File: src/rtl/wl_seq_pkg.sv
// Shared types and width helpers for the word-line sequencer.
// Contents: wl_seq_state_t FSM encoding, row_w() row index width, cnt_w() phase counter width.
`ifndef ARRAY_SIZE
`define ARRAY_SIZE 50
`endif

package wl_seq_pkg;

  typedef enum logic [1:0] {
    IDLE = 2'd0,
    PRE  = 2'd1,
    WL   = 2'd2,
    DONE = 2'd3
  } wl_seq_state_t;

  // Row index width; a single-row array still needs one bit.
  function automatic int unsigned row_w(input int unsigned n);
    return (n > 1) ? $clog2(n) : 1;
  endfunction

  // Counter width able to hold max(a, b); at least one bit.
  function automatic int unsigned cnt_w(input int unsigned a, input int unsigned b);
    int unsigned m;
    m = (a > b) ? a : b;
    return (m > 1) ? $clog2(m + 1) : 1;
  endfunction

endpackage

File: src/rtl/wl_seq_if.sv
// Request handshake plus decoder/sampler outputs of the word-line sequencer.
// master: requester side (drives req_*); slave: sequencer side (drives everything else).
interface wl_seq_if #(
  parameter int unsigned ROW_W = wl_seq_pkg::row_w(`ARRAY_SIZE)
);
  logic             req_valid;
  logic             req_ready;
  logic [ROW_W-1:0] req_row;
  logic             req_sweep;
  logic             address_enable;
  logic [ROW_W-1:0] WL_num;
  logic             prechargeb;
  logic             row_strobe;
  logic             done;
  logic             err;

  modport master (
    output req_valid, req_row, req_sweep,
    input  req_ready, address_enable, WL_num, prechargeb, row_strobe, done, err
  );

  modport slave (
    input  req_valid, req_row, req_sweep,
    output req_ready, address_enable, WL_num, prechargeb, row_strobe, done, err
  );
endinterface

File: src/rtl/phase_counter.sv
// Loadable down-counter with zero flag, shared by the precharge and word-line phases.
// Ports: clk, rst_n, load/load_val (load wins), dec (saturates at 0), count, zero_c.
module phase_counter #(
  parameter int unsigned W = 2
) (
  input  logic         clk,
  input  logic         rst_n,
  input  logic         load,
  input  logic [W-1:0] load_val,
  input  logic         dec,
  output logic [W-1:0] count,
  output logic         zero_c
);

  assign zero_c = (count == '0);

  always_ff @(posedge clk or negedge rst_n) begin
    if (!rst_n) begin
      count <= '0;
    end else if (load) begin
      count <= load_val;
    end else if (dec && !zero_c) begin
      count <= count - W'(1);
    end
  end

endmodule

File: src/rtl/wl_sequencer.sv
// Row-access sequencer feeding the word-line decoder: per row a precharge phase
// then a word-line phase, for a single row or a full 0..ARRAY_SIZE-1 sweep.
// Ports: clk, rst_n (async, active low), bus (wl_seq_if.slave: req_valid/ready/row/sweep,
// address_enable, WL_num, prechargeb, row_strobe, done, err).
module wl_sequencer
  import wl_seq_pkg::*;
#(
  parameter int unsigned ARRAY_SIZE = `ARRAY_SIZE,
  parameter int unsigned PRE_CYCLES = 2,
  parameter int unsigned WL_CYCLES  = 1
) (
  input  logic     clk,
  input  logic     rst_n,
  wl_seq_if.slave  bus
);

  localparam int unsigned ROW_W = row_w(ARRAY_SIZE);
  localparam int unsigned CW    = cnt_w(PRE_CYCLES, WL_CYCLES);

  wl_seq_state_t   state;
  logic            sweep;
  logic [CW-1:0]   cnt;
  logic            cnt_zero;
  logic            cnt_load;
  logic            cnt_dec;
  logic [CW-1:0]   cnt_val;
  logic            out_of_range;
  logic            last_row;

  assign bus.req_ready = (state == IDLE);

  assign out_of_range = !bus.req_sweep && (32'(bus.req_row) >= 32'(ARRAY_SIZE));
  assign last_row     = !sweep || (32'(bus.WL_num) >= 32'(ARRAY_SIZE - 1));

  // Counter control: reload on every phase entry, count down inside a phase.
  always_comb begin
    cnt_load = 1'b0;
    cnt_dec  = 1'b0;
    cnt_val  = CW'(PRE_CYCLES - 1);
    case (state)
      IDLE: cnt_load = bus.req_valid && !out_of_range;
      PRE: begin
        if (cnt_zero) begin
          cnt_load = 1'b1;
          cnt_val  = CW'(WL_CYCLES - 1);
        end else begin
          cnt_dec = 1'b1;
        end
      end
      WL: begin
        if (cnt_zero) cnt_load = !last_row;
        else          cnt_dec  = 1'b1;
      end
      default: ;
    endcase
  end

  phase_counter #(.W(CW)) u_phase_counter (
    .clk      (clk),
    .rst_n    (rst_n),
    .load     (cnt_load),
    .load_val (cnt_val),
    .dec      (cnt_dec),
    .count    (cnt),
    .zero_c   (cnt_zero)
  );

  // FSM with registered outputs; outputs are set on the edge entering each phase.
  always_ff @(posedge clk or negedge rst_n) begin
    if (!rst_n) begin
      state              <= IDLE;
      sweep              <= 1'b0;
      bus.address_enable <= 1'b0;
      bus.prechargeb     <= 1'b1;
      bus.WL_num         <= '0;
      bus.row_strobe     <= 1'b0;
      bus.done           <= 1'b0;
      bus.err            <= 1'b0;
    end else begin
      bus.row_strobe <= 1'b0;
      bus.done       <= 1'b0;
      bus.err        <= 1'b0;
      case (state)
        IDLE: begin
          if (bus.req_valid) begin
            sweep      <= bus.req_sweep;
            bus.WL_num <= bus.req_sweep ? '0 : bus.req_row;
            if (out_of_range) begin
              state    <= DONE;
              bus.done <= 1'b1;
              bus.err  <= 1'b1;
            end else begin
              state          <= PRE;
              bus.prechargeb <= 1'b0;
            end
          end
        end
        PRE: begin
          if (cnt_zero) begin
            state              <= WL;
            bus.prechargeb     <= 1'b1;
            bus.address_enable <= 1'b1;
            // Single-cycle WL phase: its first cycle is also its last.
            bus.row_strobe     <= (WL_CYCLES == 1);
          end
        end
        WL: begin
          if (cnt_zero) begin
            bus.address_enable <= 1'b0;
            if (!last_row) begin
              bus.WL_num     <= bus.WL_num + ROW_W'(1);
              bus.prechargeb <= 1'b0;
              state          <= PRE;
            end else begin
              state    <= DONE;
              bus.done <= 1'b1;
            end
          end else begin
            // Strobe is registered, so raise it one cycle ahead of the last WL cycle.
            bus.row_strobe <= (cnt == CW'(1));
          end
        end
        DONE:    state <= IDLE;
        default: state <= IDLE;
      endcase
    end
  end

endmodule

File: src/flat_wrapper.sv
// flat-port wrapper written by rule: the top's interface ports become plain ports
module wl_sequencer_flat import wl_seq_pkg::*;
#(
  parameter int unsigned ARRAY_SIZE = `ARRAY_SIZE,
  parameter int unsigned PRE_CYCLES = 2,
  parameter int unsigned WL_CYCLES  = 1
)
  (clk, rst_n, bus_req_valid, bus_req_row, bus_req_sweep, bus_req_ready, bus_address_enable, bus_WL_num, bus_prechargeb, bus_row_strobe, bus_done, bus_err);
  wl_seq_if bus_i ();
  input  logic clk;
  input  logic rst_n;
  input wire logic [$bits(bus_i.req_valid)-1:0] bus_req_valid;
  input wire logic [$bits(bus_i.req_row)-1:0] bus_req_row;
  input wire logic [$bits(bus_i.req_sweep)-1:0] bus_req_sweep;
  output wire logic [$bits(bus_i.req_ready)-1:0] bus_req_ready;
  output wire logic [$bits(bus_i.address_enable)-1:0] bus_address_enable;
  output wire logic [$bits(bus_i.WL_num)-1:0] bus_WL_num;
  output wire logic [$bits(bus_i.prechargeb)-1:0] bus_prechargeb;
  output wire logic [$bits(bus_i.row_strobe)-1:0] bus_row_strobe;
  output wire logic [$bits(bus_i.done)-1:0] bus_done;
  output wire logic [$bits(bus_i.err)-1:0] bus_err;
  assign bus_i.req_valid = bus_req_valid;
  assign bus_i.req_row = bus_req_row;
  assign bus_i.req_sweep = bus_req_sweep;
  assign bus_req_ready = bus_i.req_ready;
  assign bus_address_enable = bus_i.address_enable;
  assign bus_WL_num = bus_i.WL_num;
  assign bus_prechargeb = bus_i.prechargeb;
  assign bus_row_strobe = bus_i.row_strobe;
  assign bus_done = bus_i.done;
  assign bus_err = bus_i.err;
  wl_sequencer #(.ARRAY_SIZE(ARRAY_SIZE), .PRE_CYCLES(PRE_CYCLES), .WL_CYCLES(WL_CYCLES)) u_core (.clk(clk), .rst_n(rst_n), .bus(bus_i));
endmodule
File: config.mk
export PLATFORM = sky130hd
export DESIGN_NAME = wl_sequencer_flat
export DESIGN_NICKNAME = d
export VERILOG_FILES = /design/src/rtl/wl_seq_pkg.sv /design/src/rtl/wl_seq_if.sv /design/src/rtl/phase_counter.sv /design/src/rtl/wl_sequencer.sv /design/src/flat_wrapper.sv
export SDC_FILE = /design/constraint.sdc
export NUM_CORES = 1
export LEC_CHECK = 0
export CAP_MARGIN = 20
export CORE_MARGIN = 10
export CORE_UTILIZATION = 49
export CTS_CLUSTER_DIAMETER = 150
export DETAILED_ROUTE_END_ITERATION = 10
export DONT_BUFFER_PORTS = 1
export PLACE_DENSITY = 0.7
export SYNTH_ARGS = -nofsm -noshare
export SYNTH_HDL_FRONTEND = slang
export SYNTH_SLANG_ARGS = --single-unit
export TNS_END_PERCENT = 10
File: constraint.sdc
create_clock -name clk -period 2.31 [get_ports clk]
set_input_delay 0.1155 -clock clk [delete_from_list [all_inputs] [get_ports clk]]
set_output_delay 0.1155 -clock clk [all_outputs]
set_load 0.02 [all_outputs]
Word level (Yosys, flattened, before mapping)
Index checks and enable logic that the tools add are counted.
Cells by class
  add/subtract/negate cells: 2
  multiply operators: 0
  div/mod/pow operators: 0
  order comparisons: 2
  equal/unequal tests: 9
  shift-type cells: 0
  mux-type cells: 36
  bitwise gates (word level): 0
  reductions and logical operators: 21
Operator list (count)
  $mux 6: 4
  $mux 1: 17
  $mux 2: 8
  $ge 6x6->1 const B: 2
  $pmux 6 s2: 1
  $ne 2x2->1 const B: 5
  $pmux 2 s4: 1
  $add 6x1->6 const B: 1
  $pmux 1 s2: 3
  $pmux 1 s3: 2
  $reduce_and 3->1: 2
  $reduce_and 6->1: 1
  $reduce_bool 2->1: 3
  $logic_not 1->1: 5
  $eq 2x1->1 const B: 2
  $eq 2x2->1 const B: 2
  $logic_not 2->1: 2
  $reduce_and 4->1: 1
  $logic_and 1x1->1: 3
  $reduce_bool 3->1: 1
  $reduce_and 2->1: 1
  $reduce_or 2->1: 1
  $sub 2x1->2 const B: 1
  $logic_or 1x1->1: 1
Storage, ports and cells
  bits in registers: 16
  latch bits: 0
  RAM bits: 0
  bits in read-only memories: 0
  input port bits: 10
  output and inout port bits: 12
  word-level logic and storage cells: 79
  memories kept: 0

Depth between registers and ports, before layout
  depth after elaboration: 6
  gate-level depth with buffers: 7
  mapped depth without buffers: 6

Hierarchy
A second synthesis with hierarchy kept.
Unflattened totals
  cell total of the unflattened synthesis: 105
  area total of the unflattened synthesis: 1036.0 um2
Modules (own cells, without submodules)
  wl_sequencer: instances 1, cells an instance 92, area each 902.1 um2, sequential area each 351.6 um2
  phase_counter: instances 1, cells an instance 13, area each 133.9 um2, sequential area each 50.0 um2

Least setup slack after synthesis
No wires, ideal clock.
  kind: flip-flop to flip-flop
  from: register u_core.bus.WL_num[1]
  to: register u_core.bus.prechargeb
  setup time: 0.082 ns
  arrival: 1.850 ns
  required time: 2.228 ns
  slack: 0.378 ns
  cell stages (with the launch flop): 7
  buffers on the path: 0
  period minus slack after synthesis: 1.932 ns
  cells stage by stage: dfrtp_1 > inv_1 > ha_1 > nor4b_4 > o21ai_2 > a2111oi_2 > mux2_2
Between the ends
  cells in the longest elaborated chain, start to end: 4
Ends and longest elaborated chain
  from (decl): RTL line wl_seq_if.sv:24  | output req_ready, address_enable, WL_num, prechargeb, row_strobe, done, err
  from (signal assigned): RTL line wl_sequencer.sv:87  | bus.WL_num <= bus.req_sweep ? '0 : bus.req_row;
  from (signal assigned): RTL line wl_sequencer.sv:111  | bus.WL_num <= bus.WL_num + ROW_W'(1);
  $ge 6x6->1: RTL line wl_sequencer.sv:33  | assign last_row = !sweep || (32'(bus.WL_num) >= 32'(ARRAY_SIZE - 1));
  $logic_or 1x1->1: RTL line wl_sequencer.sv:33
  $ne 2x2->1 (no source line)
  $reduce_and 6->1 (no source line)
  to (signal assigned): RTL line wl_sequencer.sv:74  | bus.prechargeb <= 1'b1;
  to (signal assigned): RTL line wl_sequencer.sv:94  | bus.prechargeb <= 1'b0;
  to (signal assigned): RTL line wl_sequencer.sv:101  | bus.prechargeb <= 1'b1;
  to (decl): RTL line wl_seq_if.sv:24
Every way passes these cells.
A chain may end at the register's enable or synchronous reset.

Worst setup path after layout
  from: register u_core.bus.WL_num[0]
  to: register u_core.bus.WL_num[2]
Between the ends
  cells in the longest elaborated chain, start to end: 4
  elaborated cells on any way between the ends: 8
  classes of those cells: 1 x add/sub; 1 x order compare; 1 x eq/ne; 3 x mux; 2 x reduce/logical
Ends and longest elaborated chain (RTL line)
  $add 6x1->6 / $ge 6x6->1 (equally long branches): wl_sequencer.sv:111, wl_sequencer.sv:33
  $mux 6 / $logic_or 1x1->1 (equally long branches): wl_sequencer.sv:110, wl_sequencer.sv:33
  $mux 6 / $ne 2x2->1 (equally long branches)
  $pmux 6 s2 / $reduce_and 4->1 (equally long branches)
Several ways; a longest one is shown, not always the timed one. The select of a mux whose other input is x is not followed.

==> flow_summary.yaml <==
place:
  dp_cells: 137
  placement.io_buffers: 0
  gp_congestion: 0.7841
  detailed_place_hpwl_microns: 1851
  dpl_cell_area_sq_um: 1109
synthesis:
  ys_async_sr_fraction_pct: 100.0
  synth_top_area_share_pct: 35.21
  dominantRegCellSynth: "dfrtp_1"
  synth_enable_flop_cells: 0
  yosys.cell_types.count: 35
  synth_area_leaders: "dfrtp_1 35%, ha_1 11%, nand2_1 3.9%"
  ys_seq_elements: 16
  synth_largest_area_cell: "dfrtp_1"
  mappedNetlistArea_sq_um: 1066
  syn_nets: 128
  synth_warnings: 0
  synthesis.instances: 109
  synth_area_per_cell_sq_um: 9.780
  synth.yosys.seq_area_share_pct: 37.68
sta:
  report.final.slew_viol_count: 0
  timing.final.hold_violations: 0
  timing.max_slew.rel_slack_pct: 50.63
  post_route_skew_ns: 0.003686
  fin_crit_sh_pct: 87.58
  post_route_setup_tns_ns: 0
  grt_setup_unrepaired: "false"
  timing.final.setup_violations: 0
  slew_at_the_pin_with_the_worst_max_slew_slack_ns: 0.7381
  layout_min_cycle_time_ns: 2.023
  max_freq_mhz: 494.3
clock_tree:
  cts_setup_buffers: 0
  cts_hold_buf: 4
  cts_buffers: 3
  clk_pin_slew_worst_paths_ns: 0.10
  clockRootBuffer: "clkbuf_4"
  clock_path_buffers: 2
  insertion_delay_ns: 0.29
  clock_tree_from_tritoncts: "done"
  cts_repair_resized_insts: 0
  number_of_sinks_on_the_clock_net: 16
  cts_max_level: 1
layout:
  utilization_pct: 58.60
  multi_input_area_sq_um: 609.3
  insertedDiodeCount: 0
  final_layout_size_suffix_gt1_share_pct: 16.10
  final_non_filler_cell_area_sq_um: 1185
  non_filler_cells_in_the_finished_layout: 145
  final-seq-area_sq_um: 401.6
  area_growth_pct: 11.15
  layout.cells.most_common_list: "15 x dfrtp_1, 11 x nand2_1, 9 x inv_1, 9 x ha_1, 6 x nor2_1"
  mostFrequentLayoutCell: "dfrtp_1"
  fill_cells: 183
  finish.net_count: 138
worst_hold_path:
  hold_path_class: "primary input to flop"
  min_to: "u_core.bus.WL_num[2]$_DFFE_PN0P_"
  holdCritStartpoint: "bus_req_sweep"
  worst_hold_path.num_cells: 3
grt:
  grt-ovfl-total: 0
  grt_first_pass_wirelength_microns: 3981
  grt_usage_pct: 11.58
  initial_antenna_violation_count: 0
  grt_start_max_net_pins: 17
  grt_pass1_vias: 830
job:
  max_cap_viol_count: 0
status:
  run_status: "finished clean"
critical_path:
  critPathRequiredTime_ns: 2.49
  critical_path_arrival_ns: 2.20
  worst_reg_to_reg_path_cell_count: 6
  nature_of_the_critical_path_endpoint: "flop"
  worstPathMaxFanout: 5
  critical_path.startpoint_type: "flop"
  slack_of_the_worst_reg_to_reg_path_ns: 0.29
  worstReg2RegEnd: "u_core.bus.WL_num[2]$_DFFE_PN0P_"
  regToRegStartpoint: "u_core.bus.WL_num[0]$_DFFE_PN0P_"
  worstSetupPathType: "flop to flop"
drt:
  drt_first_iter_violations: 79
  routed_wl_microns: 2445
  drt_first_pass_iters: 4
  route.detailed.vias_per_inst: 5.972
  detail_route.drc_violations: 0
  final_antenna_net_count: 0
  route.detailed.wl_per_inst_microns: 16.86
  detailroute.via_count: 866
die:
  ioPinCount: 22
  die_width_microns: 66.64
  rows: 16
  initial_utilization_pct: 52.72
  total_die_area_sq_um: 4441
  core_sq_um: 2022
  die_y_microns: 66.64
power_and_ir_drop:
  power-per-cell-area_nw_per_um2: 1445
  static-leakage-power_nw: 0.5313
  p_total_mw: 1.712
  peakVddDrop_mv: 0.7878
[registers in the layout (all words and copies together) (netlist names)]
signal and cells:
u_core.bus.WL_num 6, u_core.state 2, u_core.u_phase_counter.count 2, u_core.bus.address_enable 1
u_core.bus.done 1, u_core.bus.err 1, u_core.bus.prechargeb 1, u_core.bus.row_strobe 1
u_core.sweep 1
[critical path, stage by stage, from the launching register on]
cell and delay (ns):
dfrtp_1 0.54, inv_1 0.13, ha_1 0.22, nor4b_4 0.14
o2111ai_1 0.42, nand2_1 0.28, a2bb2oi_1 0.19
[logic make-up after synthesis]
logic type	after synthesis	synth area share, %
mux	7	6.925
compound gates	32	22.65
fa+ha+maj	9	10.56
simple gates	33	17.02
buf+inv	12	5.164
flops	16	37.68
[synthesized netlist by cell type, types with 2 or more instances]
| cell | number |
|---|---|
| nor2b_1 | 3 |
| a2bb2oi_1 | 3 |
| clkbuf_1 | 2 |
| o22ai_1 | 2 |
| nand3b_1 | 4 |
| a22o_1 | 2 |
| mux2i_1 | 4 |
| nor3_1 | 3 |
| mux2_2 | 3 |
| a22oi_1 | 3 |
| nand2_1 | 11 |
| ha_1 | 9 |
| inv_1 | 9 |
| nor2_1 | 6 |
| nand3_1 | 2 |
| o2111ai_1 | 2 |
| dfrtp_1 | 15 |
| a21oi_1 | 5 |
| o21ai_0 | 5 |
[worst max-delay path by stage]
stage | startpoint | to | slack [ns] | cells after the start
floorplan | u_core.bus.WL_num[1]$_DFFE_PN0P_ | u_core.bus.prechargeb$_DFFE_PN1P_ | 0.38 | 6
global placement | u_core.bus.WL_num[0]$_DFFE_PN0P_ | u_core.bus.prechargeb$_DFFE_PN1P_ | 0.35 | 5
detailed placement | u_core.bus.WL_num[0]$_DFFE_PN0P_ | u_core.bus.prechargeb$_DFFE_PN1P_ | 0.31 | 6
CTS | u_core.bus.WL_num[0]$_DFFE_PN0P_ | u_core.bus.prechargeb$_DFFE_PN1P_ | 0.31 | 5
global route | u_core.bus.WL_num[0]$_DFFE_PN0P_ | u_core.bus.WL_num[2]$_DFFE_PN0P_ | 0.15 | 6
finish | u_core.bus.WL_num[0]$_DFFE_PN0P_ | u_core.bus.WL_num[2]$_DFFE_PN0P_ | 0.29 | 6
[final cells by class]
cell class / instances / share of cell area [%]
timing repair buffer: 8 / 5.913
clock buffer: 4 / 3.062
inverter: 9 / 2.851
tap: 27 / 2.851
sequential: 16 / 33.90
multi-input combinational: 81 / 51.43
[power breakdown]
| part | total, mW | internal, mW | switching (mW) |
|---|---|---|---|
| Sequential | 0.589 | 0.404 | 0.186 |
| Combinational | 0.937 | 0.427 | 0.510 |
| Clock | 0.185 | 0.0960 | 0.0893 |
| Total | 1.71 | 0.927 | 0.785 |
[routing by layer]
metal / routed length [microns] / vias to the layer above / track usage, %
met5: 0 / - / 0
met4: 9 / 0 / 3.141
li1: - / 416 / -
met3: 251 / 2 / 6.355
met2: 1193 / 29 / 18.96
met1: 990 / 419 / 12.58
[metrics by stage]
step                setup slack (ns)  hold slack [ns]
floorplan                     0.3777          -0.1801
detailed placement            0.3100          -0.1794
finish                        0.2869          0.02239
CTS                           0.3071         0.003807
global route                  0.1500          0.01541
global placement              0.3514          -0.1795
(Power assumes the default switching activity.)
